<file path="src/rtl/vga_timing_pkg.sv">
// Shared VGA timing defaults (640x480 at 800x525 pixel clocks) and the types
// used by the sync/porch output stage.
package vga_timing_pkg;

  localparam int CNT_W = 10;

  localparam int DEF_TOTAL_COLS       = 800;
  localparam int DEF_TOTAL_ROWS       = 525;
  localparam int DEF_ACTIVE_COLS      = 640;
  localparam int DEF_ACTIVE_ROWS      = 480;
  localparam int DEF_FRONT_PORCH_HORZ = 18;
  localparam int DEF_BACK_PORCH_HORZ  = 50;
  localparam int DEF_FRONT_PORCH_VERT = 10;
  localparam int DEF_BACK_PORCH_VERT  = 33;
  localparam int DEF_VIDEO_WIDTH      = 4;

  typedef logic [CNT_W-1:0] cnt_t;

  typedef enum logic {
    UNLOCKED = 1'b0,
    LOCKED   = 1'b1
  } lock_state_t;

endpackage

</file>
<file path="src/rtl/vga_sync_to_count.sv">
// Frame-start detector plus free-running column/row counters; the count held
// at cycle t labels the input sample taken at cycle t-1.
module vga_sync_to_count
  import vga_timing_pkg::*;
#(
  parameter int TOTAL_COLS = DEF_TOTAL_COLS,
  parameter int TOTAL_ROWS = DEF_TOTAL_ROWS
) (
  input  logic i_Clk,
  input  logic i_Rst_L,
  input  logic i_VSync,
  output cnt_t o_Col,
  output cnt_t o_Row,
  output logic o_Frame_Start,
  output logic o_Frame_Early
);

  localparam cnt_t LAST_COL = cnt_t'(TOTAL_COLS - 1);
  localparam cnt_t LAST_ROW = cnt_t'(TOTAL_ROWS - 1);

  logic r_vsync;
  logic frame_start;
  logic at_end;

  assign frame_start = i_VSync & ~r_vsync;
  assign at_end      = (o_Col == LAST_COL) && (o_Row == LAST_ROW);

  // Previous VSync resets high so a VSync already asserted at reset release
  // is not mistaken for a frame start.
  always_ff @(posedge i_Clk or negedge i_Rst_L) begin
    if (!i_Rst_L) begin
      r_vsync       <= 1'b1;
      o_Col         <= '0;
      o_Row         <= '0;
      o_Frame_Start <= 1'b0;
      o_Frame_Early <= 1'b0;
    end else begin
      // NOTE: non-blocking assignments keep every register reading the
      // pre-edge value of its neighbours, independent of statement order.
      r_vsync       <= i_VSync;
      o_Frame_Start <= frame_start;
      o_Frame_Early <= frame_start & ~at_end;
      if (frame_start) begin
        o_Col <= '0;
        o_Row <= '0;
      end else if (o_Col == LAST_COL) begin
        o_Col <= '0;
        o_Row <= (o_Row == LAST_ROW) ? '0 : o_Row + 1'b1;
      end else begin
        o_Col <= o_Col + 1'b1;
      end
    end
  end

endmodule

</file>
<file path="src/rtl/vga_sync_porch.sv">
// VGA output stage: converts the game's active-region flags into active-low
// syncs with porches, blanks video, and locks to the incoming frame start.
module vga_sync_porch
  import vga_timing_pkg::*;
#(
  parameter int TOTAL_COLS       = DEF_TOTAL_COLS,
  parameter int TOTAL_ROWS       = DEF_TOTAL_ROWS,
  parameter int ACTIVE_COLS      = DEF_ACTIVE_COLS,
  parameter int ACTIVE_ROWS      = DEF_ACTIVE_ROWS,
  parameter int FRONT_PORCH_HORZ = DEF_FRONT_PORCH_HORZ,
  parameter int BACK_PORCH_HORZ  = DEF_BACK_PORCH_HORZ,
  parameter int FRONT_PORCH_VERT = DEF_FRONT_PORCH_VERT,
  parameter int BACK_PORCH_VERT  = DEF_BACK_PORCH_VERT,
  parameter int VIDEO_WIDTH      = DEF_VIDEO_WIDTH
) (
  input  logic                   i_Clk,
  input  logic                   i_Rst_L,
  input  logic                   i_HSync,
  input  logic                   i_VSync,
  input  logic [VIDEO_WIDTH-1:0] i_Red_Video,
  input  logic [VIDEO_WIDTH-1:0] i_Grn_Video,
  input  logic [VIDEO_WIDTH-1:0] i_Blu_Video,
  output logic                   o_HSync,
  output logic                   o_VSync,
  output logic [VIDEO_WIDTH-1:0] o_Red_Video,
  output logic [VIDEO_WIDTH-1:0] o_Grn_Video,
  output logic [VIDEO_WIDTH-1:0] o_Blu_Video,
  output logic                   o_Locked,
  output logic                   o_Resync_Err
);

  localparam cnt_t H_ACTIVE     = cnt_t'(ACTIVE_COLS);
  localparam cnt_t V_ACTIVE     = cnt_t'(ACTIVE_ROWS);
  localparam cnt_t H_SYNC_START = cnt_t'(ACTIVE_COLS + FRONT_PORCH_HORZ);
  localparam cnt_t H_SYNC_END   = cnt_t'(TOTAL_COLS - BACK_PORCH_HORZ - 1);
  localparam cnt_t V_SYNC_START = cnt_t'(ACTIVE_ROWS + FRONT_PORCH_VERT);
  localparam cnt_t V_SYNC_END   = cnt_t'(TOTAL_ROWS - BACK_PORCH_VERT - 1);

  cnt_t                   col, row;
  logic                   frame_start, frame_early;
  logic [VIDEO_WIDTH-1:0] r_red, r_grn, r_blu;
  lock_state_t            state, state_next;
  logic                   locked_next, hsync_next, vsync_next, resync_next;
  logic [VIDEO_WIDTH-1:0] red_next, grn_next, blu_next;

  // The column counter fully determines horizontal timing, so the game's
  // HSync flag carries no extra information; it stays on the port for drop-in use.
  logic unused_hsync;
  assign unused_hsync = i_HSync;

  vga_sync_to_count #(
    .TOTAL_COLS(TOTAL_COLS),
    .TOTAL_ROWS(TOTAL_ROWS)
  ) u_count (
    .i_Clk        (i_Clk),
    .i_Rst_L      (i_Rst_L),
    .i_VSync      (i_VSync),
    .o_Col        (col),
    .o_Row        (row),
    .o_Frame_Start(frame_start),
    .o_Frame_Early(frame_early)
  );

  always_ff @(posedge i_Clk or negedge i_Rst_L) begin
    if (!i_Rst_L) begin
      r_red <= '0;
      r_grn <= '0;
      r_blu <= '0;
    end else begin
      r_red <= i_Red_Video;
      r_grn <= i_Grn_Video;
      r_blu <= i_Blu_Video;
    end
  end

  // Outputs use the next state so the first locked pixel is the frame-start pixel.
  always_comb begin
    // NOTE: every always_comb output gets a default first, so no path can
    // leave a signal unassigned and infer a latch.
    state_next  = state;
    hsync_next  = 1'b1;
    vsync_next  = 1'b1;
    red_next    = '0;
    grn_next    = '0;
    blu_next    = '0;
    resync_next = 1'b0;

    if (state == UNLOCKED && frame_start) state_next = LOCKED;
    locked_next = (state_next == LOCKED);

    if (locked_next) begin
      hsync_next = !((col >= H_SYNC_START) && (col <= H_SYNC_END));
      vsync_next = !((row >= V_SYNC_START) && (row <= V_SYNC_END));
      if ((col < H_ACTIVE) && (row < V_ACTIVE)) begin
        red_next = r_red;
        grn_next = r_grn;
        blu_next = r_blu;
      end
    end
    if (state == LOCKED && frame_early) resync_next = 1'b1;
  end

  always_ff @(posedge i_Clk or negedge i_Rst_L) begin
    if (!i_Rst_L) begin
      state        <= UNLOCKED;
      o_HSync      <= 1'b1;
      o_VSync      <= 1'b1;
      o_Red_Video  <= '0;
      o_Grn_Video  <= '0;
      o_Blu_Video  <= '0;
      o_Locked     <= 1'b0;
      o_Resync_Err <= 1'b0;
    end else begin
      state        <= state_next;
      o_HSync      <= hsync_next;
      o_VSync      <= vsync_next;
      o_Red_Video  <= red_next;
      o_Grn_Video  <= grn_next;
      o_Blu_Video  <= blu_next;
      o_Locked     <= locked_next;
      o_Resync_Err <= resync_next;
    end
  end

endmodule

</file>
<file path="config.mk">
export PLATFORM = sky130hd
export DESIGN_NAME = vga_sync_porch
export DESIGN_NICKNAME = d
export VERILOG_FILES = /design/src/rtl/vga_timing_pkg.sv /design/src/rtl/vga_sync_to_count.sv /design/src/rtl/vga_sync_porch.sv
export SDC_FILE = /design/constraint.sdc
export NUM_CORES = 1
export LEC_CHECK = 0
export ABC_AREA = 1
export ABC_CLOCK_PERIOD_IN_PS = 1910
export BUFFER_PORTS_ARGS = -buffer_cell sky130_fd_sc_hd__clkbuf_2
export CAP_MARGIN = 20
export CORE_ASPECT_RATIO = 0.8
export CORE_UTILIZATION = 56
export CTS_CLUSTER_SIZE = 12
export DETAILED_ROUTE_END_ITERATION = 12
export GPL_ROUTABILITY_DRIVEN = 0
export GPL_TIMING_DRIVEN = 0
export PLACE_DENSITY = 0.84
export SYNTH_ARGS = -nofsm -noshare
export SYNTH_HDL_FRONTEND = slang
export SYNTH_HIERARCHICAL = 1
export SYNTH_SLANG_ARGS = --single-unit
</file>
<file path="constraint.sdc">
create_clock -name i_Clk -period 1.91 [get_ports i_Clk]
set_input_delay 0.382 -clock i_Clk [delete_from_list [all_inputs] [get_ports i_Clk]]
set_output_delay 0.382 -clock i_Clk [all_outputs]
set_load 0.02 [all_outputs]
</file>
======== After elaboration in Yosys (flattened, before gate mapping) ========
Cells that the tools add are included.
word-level totals
  flip-flop bits (word level) ............. 51
  bits of input ports ..................... 16
  word-level logic and storage cells ...... 54
  output and inout port bits .............. 16
operators by class
  bitwise operators ....................... 5
  magnitude comparators ................... 6
  multiplexer cells ....................... 15
  equality and inequality tests ........... 2
  reductions and logical operators ........ 9
  add/sub/neg operators ................... 2
operator list
  operator                                                      count
  two-way mux 10 bit                                            5
  two-way mux 4 bit                                             6
  adder 10 x 1 -> 10 bit (second input constant)                2
  equality test 10 bit (second input constant)                  2
  >= comparator 10 bit (second input constant)                  1
  >= comparator 10 x 9 -> 1 bit (second input constant)         1
  <= comparator 10 bit (second input constant)                  1
  <= comparator 10 x 9 -> 1 bit (second input constant)         1
  less-than comparator 10 bit (second input constant)           1
  less-than comparator 10 x 9 -> 1 bit (second input constant)  1
  logical AND 1 bit                                             6
  two-way mux 1 bit                                             4
  inverter 1 bit                                                3
  bitwise AND 1 bit                                             2
  logical NOT 1 bit                                             2
  nonzero test 2 bit                                            1

======== Depth between registers and ports, before layout ========
Gate-level depths: netlist (run 1).
  depth after elaboration ................. 4
  gate-level depth with buffers ........... 9
  gate-level depth less buffers ........... 9

======== By module ========
The synthesis (run 1) kept the hierarchy.
modules (own cells, without submodules)
  module             instances  sequential area each (µm²)  cells each  area each (µm²)
  vga_sync_to_count  1          576.8                       151         1,226.2
  vga_sync_porch     1          703.2                       90          1,001.0

======== Least setup slack after synthesis (run 1) ========
No wires, ideal clock.
  kind .................................... reg-to-reg
  start point ............................. reg u_count.o_Col[0]
  end point ............................... reg u_count.o_Row[0]
  data required time ...................... 1.782 ns
  slack ................................... 0.595 ns
  period minus slack after synthesis ...... 1.315 ns
  arrival ................................. 1.187 ns
  setup time .............................. 0.128 ns
  buffers on the path ..................... 1
  cell stages (with the launch flop) ...... 8
  cells stage by stage .................... dfrtp_1 > ha_1 > nand2_2 > nor2_4 > nand3_4 > nand2_4 > buf_6 > o21ai_0
between the ends
  longest elaborated chain between the ends .. 2
RTL lines
  element                              RTL line                 text
  start, declared                      vga_sync_to_count.sv:12  output cnt_t o_Col,
  start signal, assigned               vga_sync_to_count.sv:50  o_Col <= o_Col + 1'b1;
  equality test 10 bit                 vga_sync_to_count.sv:46  end else if (o_Col == LAST_COL) begin
  nonzero test 2 bit (no source line)  -
  end signal, assigned                 vga_sync_to_count.sv:48  o_Row <= (o_Row == LAST_ROW) ? '0 : o_Row + 1'b1;
  end, declared                        vga_sync_to_count.sv:13  output cnt_t o_Row,
Every way passes these cells.
A chain may end at the register's enable or synchronous reset.

======== Worst setup path in the final report (run 1) ========
  start point ............................. reg u_count.o_Col[1]
  end point ............................... reg u_count.o_Row[0]
Same word-level chain as after synthesis.

==> impl_results.md, run 1 <==
* FP Rows at 20
* Die height at 58.4 um
* Post-route design area at 2590 sq um
* Drt first pass iters at 4
* Die area at 4230 sq um
* Arrival @ worst endpoint at 1.73 ns
* Routed vias/inst at 5.08
* ANT cells at 0
* Seq cells post-synth at 51
* Hold buffer count at CTS at 0
* Most common cell after layout, fill and taps aside: nand2_1
* Ys async rst share at 100%
* Htree depth at 2
* Area Growth Syn to Fin at 16.2%
* Placed instance area at 2470 sq um
* Mapped Avg Cell Area at 9.24 sq um
* Crit start category: flop
* Clock root buffer: clkbuf_8
* Multi-input logic area at 803 sq um
* Max_slew headroom at 69.5%
* Max VDD drop at 0.547 mV
* Req. time, crit path at 2.09 ns
* GRT Total Usage at 23.9%
* Die W at 72.5 um
* CP endpoint kind: flop
* Initial antenna violation count at 0
* Max Buffers Root-to-Sink at 2
* Core box area at 3800 sq um
* Vias in the first global route at 1677
* Setup Crit Path Kind: flop to flop
* Final Hold Fails at 0
* Most frequent cells in the layout: nand2_1, dfrtp_1, clkbuf_2, nor2_1, inv_1
* Fraction of layout cells with a size suffix above 1 at 25.4%
* Register area at 1280 sq um
* Min-Delay Path Class: input port to async pin
* Tightest Pin Transition at 0.458 ns
* CTS tree: built
* Post-synthesis cell type count at 26
* Initial DRC Count at 159
* Reg2Reg Depth at 7
* Global-route wire length before repair at 7570 um
* Num CTS Buffers at 5
* Dpl cells at 327
* Total power at 0.00219 W
* CTS sink cnt at 51
* Static Leak at 1.27 nW
* Vias at 1701
* Number of antenna-violating nets in the routed design at 0
* Tcrit/Tclk final at 81.0%
* Post-Syn Area at 2230 sq um
* Setup bufs post-CTS at 0
* Synth Net Count at 260
* Seq/Total Area, Yosys at 57.5%
* Max Fclk at 646 MHz
* Unrepaired setup endpoints after global routing: false
* Pwr dens at 848 nW/um^2
* Routed len/inst at 13.0 um
* Synth Warn # at 6
* Layout fillers at 296
* Clock Pin Slew Worst Setup and Hold Paths at 0.09 ns
* Starting density of the core at 58.6%
* Post-Syn Instances at 241
* Setup tns final at 0 ns
* Clock skew at 0.00322 ns
* DR DRC count at 0
* CP max FO at 10
* Crit path time final at 1.55 ns
* Nets at 298
* Total grt overflow at 0
* PostCTS Resize Cnt at 0
* Final WL at 4360 um
* Status: finished, final reports clean
* Post-synth EDFFs at 0
* # setup viols final at 0
* Port bufs at 30
* Clk_lat worst skew at 0.30 ns
* Ys flop type: dfrtp_1
* DP HPWL at 3070 um
* Post-Layout Cell Count at 335
* Final Max Tran Viols at 0
* Number of max-cap violations at 0
* I/O pins at 32
* Largest net degree at the start of global routing at 36
[sequential cells by signal, indices dropped and copies added (netlist names)]
signal and count:
u_count/o_Col 10, u_count/o_Row 10, o_Blu_Video 4, o_Grn_Video 4, o_Red_Video 4, r_blu 4
r_grn 4, r_red 4, o_HSync 1, o_Resync_Err 1, o_VSync 1, state 1
u_count/o_Frame_Early 1, u_count/o_Frame_Start 1, u_count/r_vsync 1
[cell usage after synthesis (all sizes together) (3+ instances only)]
| master | n | area, sq um |
|---|---|---|
| nand4 | 6 | 37.5 |
| a21oi | 4 | 20.0 |
| o21ai | 8 | 40.0 |
| nand3 | 19 | 108 |
| nand2 | 59 | 246 |
| dfrtp | 48 | 1200 |
| dfstp | 3 | 78.8 |
| buf | 4 | 35.0 |
| xor2 | 5 | 43.8 |
| nor2 | 42 | 200 |
| nor3 | 7 | 40.0 |
| ha | 3 | 37.5 |
| inv | 29 | 109 |
[final timing paths]
check	end	startpoint	slack, ns
max	u_count/o_Row[0]	u_count/o_Col[1]	0.36
min	u_count/o_Col[4]	i_Rst_L	0.01
min in group i_Clk	u_count/r_vsync	i_VSync	0.17
min reg2reg	o_Resync_Err	u_count/o_Frame_Early	0.46
max in group asynchronous	o_VSync	i_Rst_L	1.31
max reg2reg	u_count/o_Row[0]	u_count/o_Col[1]	0.36
[power by group]
| part | switching (W) | leakage, nW | internal (W) |
|---|---|---|---|
| Combinational | 0.000126 | 0.574 | 0.0000818 |
| Sequential | 0.0000589 | 0.633 | 0.00114 |
| Clock | 0.000355 | 0.0618 | 0.000431 |
| Total | 0.000541 | 1.27 | 0.00165 |
[kinds of logic after synthesis]
group	synth area share (%)
adder cells (fa/ha/maj)	1.69
XOR/XNOR	2.36
AO/OA/AOI/OAI	2.70
flip-flops	57.5
AND/OR/NAND/NOR	29.3
buffers and inverters	6.46
[layer usage]
metal	up-vias	GRT usage, %	wire (um)
met4	0	10.6	114
met2	58	36.6	1980
met3	12	5.31	225
met1	805	33.2	2040
li1	826	-	-
met5	-	0	0
[per-stage QoR]
step | worst slack (ns) | utilization, % | hold slack, ns
after floorplan | 0.595 | - | 0.0864
after global placement | 0.378 | 64.3 | 0.420
after detailed placement | 0.388 | 64.8 | 0.358
after CTS | 0.367 | 68.0 | 0.0260
after global routing | 0.204 | 68.0 | 0.0404
final | 0.363 | 68.0 | 0.00989
[critical path: stages, from the launching register on]
cell and delay, ns:
dfrtp_1 0.43, ha_1 0.21, nand2_2 0.10, nor2_4 0.19
nand3_4 0.12, nand2_4 0.13, buf_6 0.15, o21ai_0 0.09
[area by class of cell]
class / count / area share (%)
inverter: 29 / 4.21
sequential: 51 / 49.5
multi-input combinational: 157 / 31.0
timing repair buffer: 31 / 6.58
clock inverter: 2 / 1.50
buffer: 4 / 1.35
tap: 55 / 2.66
clock buffer: 6 / 3.19
(Power assumes the default switching activity.)
==> run 2, diff against run 1 <==
--- a/config.mk
+++ b/config.mk
@@ -6,7 +6,7 @@
 export NUM_CORES = 1
 export LEC_CHECK = 0
 export ABC_AREA = 1
-export ABC_CLOCK_PERIOD_IN_PS = 1910
+export ABC_CLOCK_PERIOD_IN_PS = 1500
 export BUFFER_PORTS_ARGS = -buffer_cell sky130_fd_sc_hd__clkbuf_2
 export CAP_MARGIN = 20
 export CORE_ASPECT_RATIO = 0.8
==> constraint.sdc (replaced) <==
create_clock -name i_Clk -period 1.5 [get_ports i_Clk]
set_input_delay 0.3 -clock i_Clk [delete_from_list [all_inputs] [get_ports i_Clk]]
set_output_delay 0.3 -clock i_Clk [all_outputs]
set_load 0.02 [all_outputs]
==> run 2 against run 1 <==
Compared with the run above:
- via count is 4.5% higher
- total power is 29% higher
- clock power is 27% higher
- sequential share of layout area is 1.2 points lower
- global-route usage is 0.45 points higher
- largest power group unchanged
==> impl_results.md, run 2 (synthesized netlist as in run 1, its figures left out) <==
* Routed vias/inst at 5.20 (was 5.08)
* Global-route wire length before repair at 7690 um (was 7570 um)
* Nets at 305 (was 298)
* Final setup margin at 0.0885 ns (was 0.363 ns)
* Total grt overflow at 0 (unchanged)
* DR DRC count at 0 (unchanged)
* Min-Delay Path Class: input port to flop (was input port to async pin)
* Fraction of layout cells with a size suffix above 1 at 28.9% (was 25.4%)
* Routed len/inst at 13.3 um (was 13.0 um)
* Status: finished, final reports clean (unchanged)
* Setup tns final at 0 ns (unchanged)
* Crit path time final at 1.41 ns (was 1.55 ns)
* Final core occ at 69.8% (was 68.0%)
* Vias at 1777 (was 1701)
* Clock root buffer: clkbuf_8 (unchanged)
* Area Growth Syn to Fin at 19.2% (was 16.2%)
* Initial DRC Count at 151 (was 159)
* Die height at 58.4 um (unchanged)
* Clock skew at 0.00314 ns (was 0.00322 ns)
* Static Leak at 1.30 nW (was 1.27 nW)
* DP HPWL at 3070 um (unchanged)
* CP max FO at 8 (was 10)
* Starting density of the core at 58.6% (unchanged)
* Clock Pin Slew Worst Setup and Hold Paths at 0.09 ns (about the same)
* Pwr dens at 1070 nW/um^2 (was 848 nW/um^2)
* Most frequent cells in the layout: nand2_1, dfrtp_1, clkbuf_2, nor2_1, inv_1 (unchanged)
* GRT Total Usage at 24.4% (was 23.9%)
* Initial antenna violation count at 0 (unchanged)
* Req. time, crit path at 1.70 ns (was 2.09 ns)
* CTS tree: built (unchanged)
* Largest net degree at the start of global routing at 36 (unchanged)
* Max_slew headroom at 68.4% (was 69.5%)
* Number of antenna-violating nets in the routed design at 0 (unchanged)
* Vias in the first global route at 1697 (was 1677)
* Unrepaired setup endpoints after global routing: true (was false)
* FP Rows at 20 (unchanged)
* Setup Crit Path Kind: flop to flop (unchanged)
* Worst hold path startpoint: i_VSync
* Multi-input logic area at 817 sq um (was 803 sq um)
* Final Hold Fails at 0 (unchanged)
* Arrival @ worst endpoint at 1.61 ns (was 1.73 ns)
* CP endpoint kind: flop (unchanged)
* Num CTS Buffers at 5 (unchanged)
* Max VDD drop at 0.707 mV (was 0.547 mV)
* Dpl cells at 327 (unchanged)
* Drt first pass iters at 4 (unchanged)
* Layout fillers at 280 (was 296)
* Tightest Pin Transition at 0.474 ns (was 0.458 ns)
* Register area at 1280 sq um (about the same)
* Tcrit/Tclk final at 94.1% (was 81.0%)
* Die area at 4230 sq um (unchanged)
* Most common cell after layout, fill and taps aside: nand2_1 (unchanged)
* Post-Layout Cell Count at 342 (was 335)
* Worst setup slack after placement at -0.0219 ns (was 0.388 ns)
* Worst flop-to-flop path startpoint: u_count/o_Col[0] (was u_count/o_Col[1])
* Clk_lat worst skew at 0.30 ns (about the same)
* Port bufs at 30 (unchanged)
* Core box area at 3800 sq um (unchanged)
* # setup viols final at 0 (unchanged)
* Die W at 72.5 um (unchanged)
* Final WL at 4540 um (was 4360 um)
* I/O pins at 32 (unchanged)
* Max Buffers Root-to-Sink at 2 (unchanged)
* Crit path from: u_count/o_Col[0] (was u_count/o_Col[1])
* Final Max Tran Viols at 0 (unchanged)
* ANT cells at 0 (unchanged)
* Htree depth at 2 (unchanged)
* Largest regs: u_count/o_Col x10, u_count/o_Row x10 (unchanged)
* Crit start category: flop (unchanged)
* Max Fclk at 708 MHz (was 646 MHz)
* CTS sink cnt at 51 (unchanged)
* Number of max-cap violations at 0 (unchanged)
-- run 2: final timing paths --
kind | to | slack [ns] | depth (start not counted)
worst max register to register | u_count/o_Col[9] | 0.09 | 7
worst max-delay path | u_count/o_Col[9] | 0.09 | 7
min in group asynchronous | u_count/o_Col[3] | 0.51 | 2
max in group asynchronous | o_VSync | 0.40 | 3
worst min register to register | o_Resync_Err | 0.46 | 2
worst min-delay path | u_count/r_vsync | 0.08 | 1
-- run 2: critical path, stage by stage (launching register included) --
cell and delay [ns]:
dfrtp_1 0.38, ha_2 0.19, nand2_2 0.09, nor2_4 0.15, nand3_4 0.12, nand2_4 0.15, buf_2 0.17, nor2_1 0.06
-- run 2: layer usage --
metal / share of wire (%) / GRT usage, % / wire, um / vias to the layer above
li1: - / - / - / 841
met4: 2.5 / 10.6 / 113 / 0
met2: 47 / 37.7 / 2160 / 61
met5: 0 / 0 / 0 / -
met1: 44 / 33.7 / 2000 / 863
met3: 6.0 / 5.31 / 272 / 12
-- run 2: where the power goes --
| part | switching (W) | internal [W] |
|---|---|---|
| logic | 0.000183 | 0.000131 |
| clock network | 0.000450 | 0.000549 |
| registers | 0.0000644 | 0.00145 |
| total | 0.000697 | 0.00213 |
-- run 2: timing repair --
action,in CTS,in global routing
gates cloned,0,1
setup buffers,2,3
pin swaps,0,3
hold buffers,1,0
endpoints found under the setup margin,7,18
endpoints found under the hold margin,15,0
resized for setup,0,8
-- run 2: stage by stage --
stage               instance area (sq um)  total power (W)  hold slack (ns)
floorplan                            2230          0.00171          0.00441
global placement                     2450          0.00180            0.400
detailed placement                   2470          0.00182            0.276
CTS                                  2610          0.00284           0.0772
global route                         2660          0.00296           0.0791
finish                               2660          0.00283           0.0827
-- run 2: cell type report --
| class | instances | area share [%] |
|---|---|---|
| clock buffers | 6 | 3.11 |
| well taps | 55 | 2.59 |
| clock inverters | 2 | 1.46 |
| inverters | 29 | 4.10 |
| plain buffers | 4 | 1.32 |
| multi-input cells | 157 | 30.8 |
| repair buffers | 38 | 8.39 |
| flip-flops and latches | 51 | 48.3 |
==> run 3, diff against run 2 <==
--- a/config.mk
+++ b/config.mk
@@ -10,12 +10,12 @@
 export BUFFER_PORTS_ARGS = -buffer_cell sky130_fd_sc_hd__clkbuf_2
 export CAP_MARGIN = 20
 export CORE_ASPECT_RATIO = 0.8
-export CORE_UTILIZATION = 56
+export CORE_UTILIZATION = 55
 export CTS_CLUSTER_SIZE = 12
 export DETAILED_ROUTE_END_ITERATION = 12
 export GPL_ROUTABILITY_DRIVEN = 0
 export GPL_TIMING_DRIVEN = 0
-export PLACE_DENSITY = 0.84
+export PLACE_DENSITY = 0.83
 export SYNTH_ARGS = -nofsm -noshare
 export SYNTH_HDL_FRONTEND = slang
 export SYNTH_HIERARCHICAL = 1
==> run 3 against run 2 <==
Compared with the run above:
- non-clock buffer count is 1 higher
- via count is 3.7% lower
- clock-buffer cell count stayed put
- register-to-register slack worse by 0.05 ns
- combinational power is 3% higher
- sequential power hardly changed
- first-iteration DRC count is 13% lower
==> impl_results.md, run 3 (synthesized netlist as in run 1, its figures left out) <==
* Status: finished, final reports clean (unchanged)
* Number of antenna-violating nets in the routed design at 0 (unchanged)
* CP endpoint kind: flop (unchanged)
* Max_slew headroom at 63.2% (was 68.4%)
* Area Growth Syn to Fin at 21.6% (was 19.2%)
* DR top layer: met4 (unchanged)
* Tcrit/Tclk final at 97.5% (was 94.1%)
* I/O pins at 32 (unchanged)
* GRT Total Usage at 22.0% (was 24.4%)
* Multi-input logic area at 862 sq um (was 817 sq um)
* Die area at 4310 sq um (was 4230 sq um)
* Largest regs: u_count/o_Col x10, u_count/o_Row x10 (unchanged)
* Vias at 1712 (was 1777)
* Layout fillers at 295 (was 280)
* Met2 routed WL at 2130 um (was 2160 um)
* FP Rows at 20 (unchanged)
* Number of max-cap violations at 0 (unchanged)
* Global-route wire length before repair at 6960 um (was 7690 um)
* Static Leak at 1.33 nW (was 1.30 nW)
* Register area at 1280 sq um (about the same)
* Clock skew at 0.00914 ns (was 0.00314 ns)
* Initial DRC Count at 132 (was 151)
* Nets at 306 (was 305)
* Clock Pin Slew Worst Setup and Hold Paths at 0.10 ns (was 0.09 ns)
* Starting density of the core at 58.2% (was 58.6%)
* Post-Layout Cell Count at 343 (was 342)
* Met3 WL at 276 um (was 272 um)
* Die height at 58.9 um (was 58.4 um)
* Min-Delay Path Class: input port to flop (unchanged)
* Dpl cells at 327 (unchanged)
* DR DRC count at 0 (unchanged)
* Max Buffers Root-to-Sink at 2 (unchanged)
* Crit path time final at 1.46 ns (was 1.41 ns)
* DP HPWL at 3050 um (was 3070 um)
* Max Fclk at 684 MHz (was 708 MHz)
* Pwr dens at 984 nW/um^2 (was 1070 nW/um^2)
* Routed len/inst at 13.2 um (was 13.3 um)
* Vias in the first global route at 1477 (was 1697)
* Drt first pass iters at 4 (unchanged)
* Core box area at 3830 sq um (was 3800 sq um)
* Most frequent cells in the layout: nand2_1, dfrtp_1, clkbuf_2, inv_1, nor2_1 (was nand2_1, dfrtp_1, clkbuf_2, nor2_1, inv_1)
* Fraction of layout cells with a size suffix above 1 at 31.6% (was 28.9%)
* CP max FO at 8 (unchanged)
* Max VDD drop at 0.476 mV (was 0.707 mV)
* ANT cells at 0 (unchanged)
* Crit start category: flop (unchanged)
* Final Hold Fails at 0 (unchanged)
* Setup Crit Path Kind: flop to flop (unchanged)
* Port bufs at 30 (unchanged)
* Total grt overflow at 0 (unchanged)
* Clock root buffer: clkbuf_8 (unchanged)
* # setup viols final at 0 (unchanged)
* Routed vias/inst at 4.99 (was 5.20)
* WL met1 at 2080 um (was 2000 um)
* Hold WS at 0.0861 ns (was 0.0827 ns)
* Initial antenna violation count at 0 (unchanged)
* CTS tree: built (unchanged)
* Total power at 0.00266 W (was 0.00283 W)
* Final WL at 4520 um (was 4540 um)
* Largest net degree at the start of global routing at 32 (was 36)
* CTS sink cnt at 51 (unchanged)
* Unrepaired setup endpoints after global routing: true (unchanged)
* Die W at 73.1 um (was 72.5 um)
* Arrival @ worst endpoint at 1.70 ns (was 1.61 ns)
* Htree depth at 2 (unchanged)
* Clk_lat worst skew at 0.30 ns (about the same)
* Final Max Tran Viols at 0 (unchanged)
* Tightest Pin Transition at 0.552 ns (was 0.474 ns)
* Req. time, crit path at 1.74 ns (was 1.70 ns)
* Num CTS Buffers at 5 (unchanged)
[run 3: cell count changes in the layout (fill, tap and decap cells not counted), moves of 2 or more]
cell | previous run | this run
nand2_1 | 51 | 48
nand2_2 | 7 | 9
nor2_1 | 28 | 25
nor2_2 | 12 | 15
o21ai_0 | 5 | 3
o21ai_1 | 2 | 4
[run 3: cell type report]
class | instances | area share, %
sequential | 51 | 47.3
multi-input combinational | 157 | 31.8
timing repair buffer | 39 | 9.24
inverter | 29 | 4.11
clock buffer | 6 | 3.05
tap | 55 | 2.54
buffer | 4 | 1.43
clock inverter | 2 | 0.508
[run 3: final timing paths]
path	slack [ns]	depth (start not counted)	endpoint	startpoint
max in group asynchronous	0.37	3	o_VSync	i_Rst_L
worst max register to register	0.04	9	u_count/o_Row[9]	u_count/o_Col[0]
min in group asynchronous	0.51	2	u_count/o_Col[1]	i_Rst_L
worst min register to register	0.45	2	o_Resync_Err	u_count/o_Frame_Early
worst min-delay path	0.09	1	u_count/r_vsync	i_VSync
worst max-delay path	0.04	9	u_count/o_Row[9]	u_count/o_Col[0]
[run 3: worst max-delay path, stage by stage (launching register included)]
cell     delay, ns
dfrtp_1       0.37
ha_2          0.20
nand2_2       0.08
nor2_4        0.17
nand3_4       0.14
nand2_8       0.15
nand2_4       0.05
nand2_2       0.07
nand2_2       0.06
nor2_2        0.10
[run 3: per-stage QoR]
| stage | instance area, sq um | setup TNS (ns) | util (%) | setup slack, ns |
|---|---|---|---|---|
| CTS | 2590 | 0 | 67.6 | 0.0152 |
| global placement | 2450 | 0 | 63.9 | 0.0410 |
| global route | 2710 | -0.157 | 70.7 | -0.0617 |
| finish | 2710 | 0 | 70.7 | 0.0369 |
| floorplan | 2230 | 0 | - | 0.185 |
| detailed placement | 2470 | -0.00296 | 64.4 | -0.00296 |
[run 3: power by group]
part           internal [W]  switching (W)
sequential          0.00145      0.0000602
clock              0.000378       0.000448
combinational      0.000141       0.000183
total               0.00197       0.000691
[run 3: metal layers]
metal / GRT usage, % / vias up
li1: - / 849
met4: 5.60 / 0
met1: 31.6 / 789
met2: 33.7 / 70
met3: 5.14 / 4
met5: 0 / -
[run 3: timing repair]
action,CTS,global route
buffers inserted,2,4
hold buffers,1,0
cloned,0,1
endpoints found under the setup margin,5,16
gates resized for setup,0,22
pin swaps,0,9
endpoints found under the hold margin,18,0
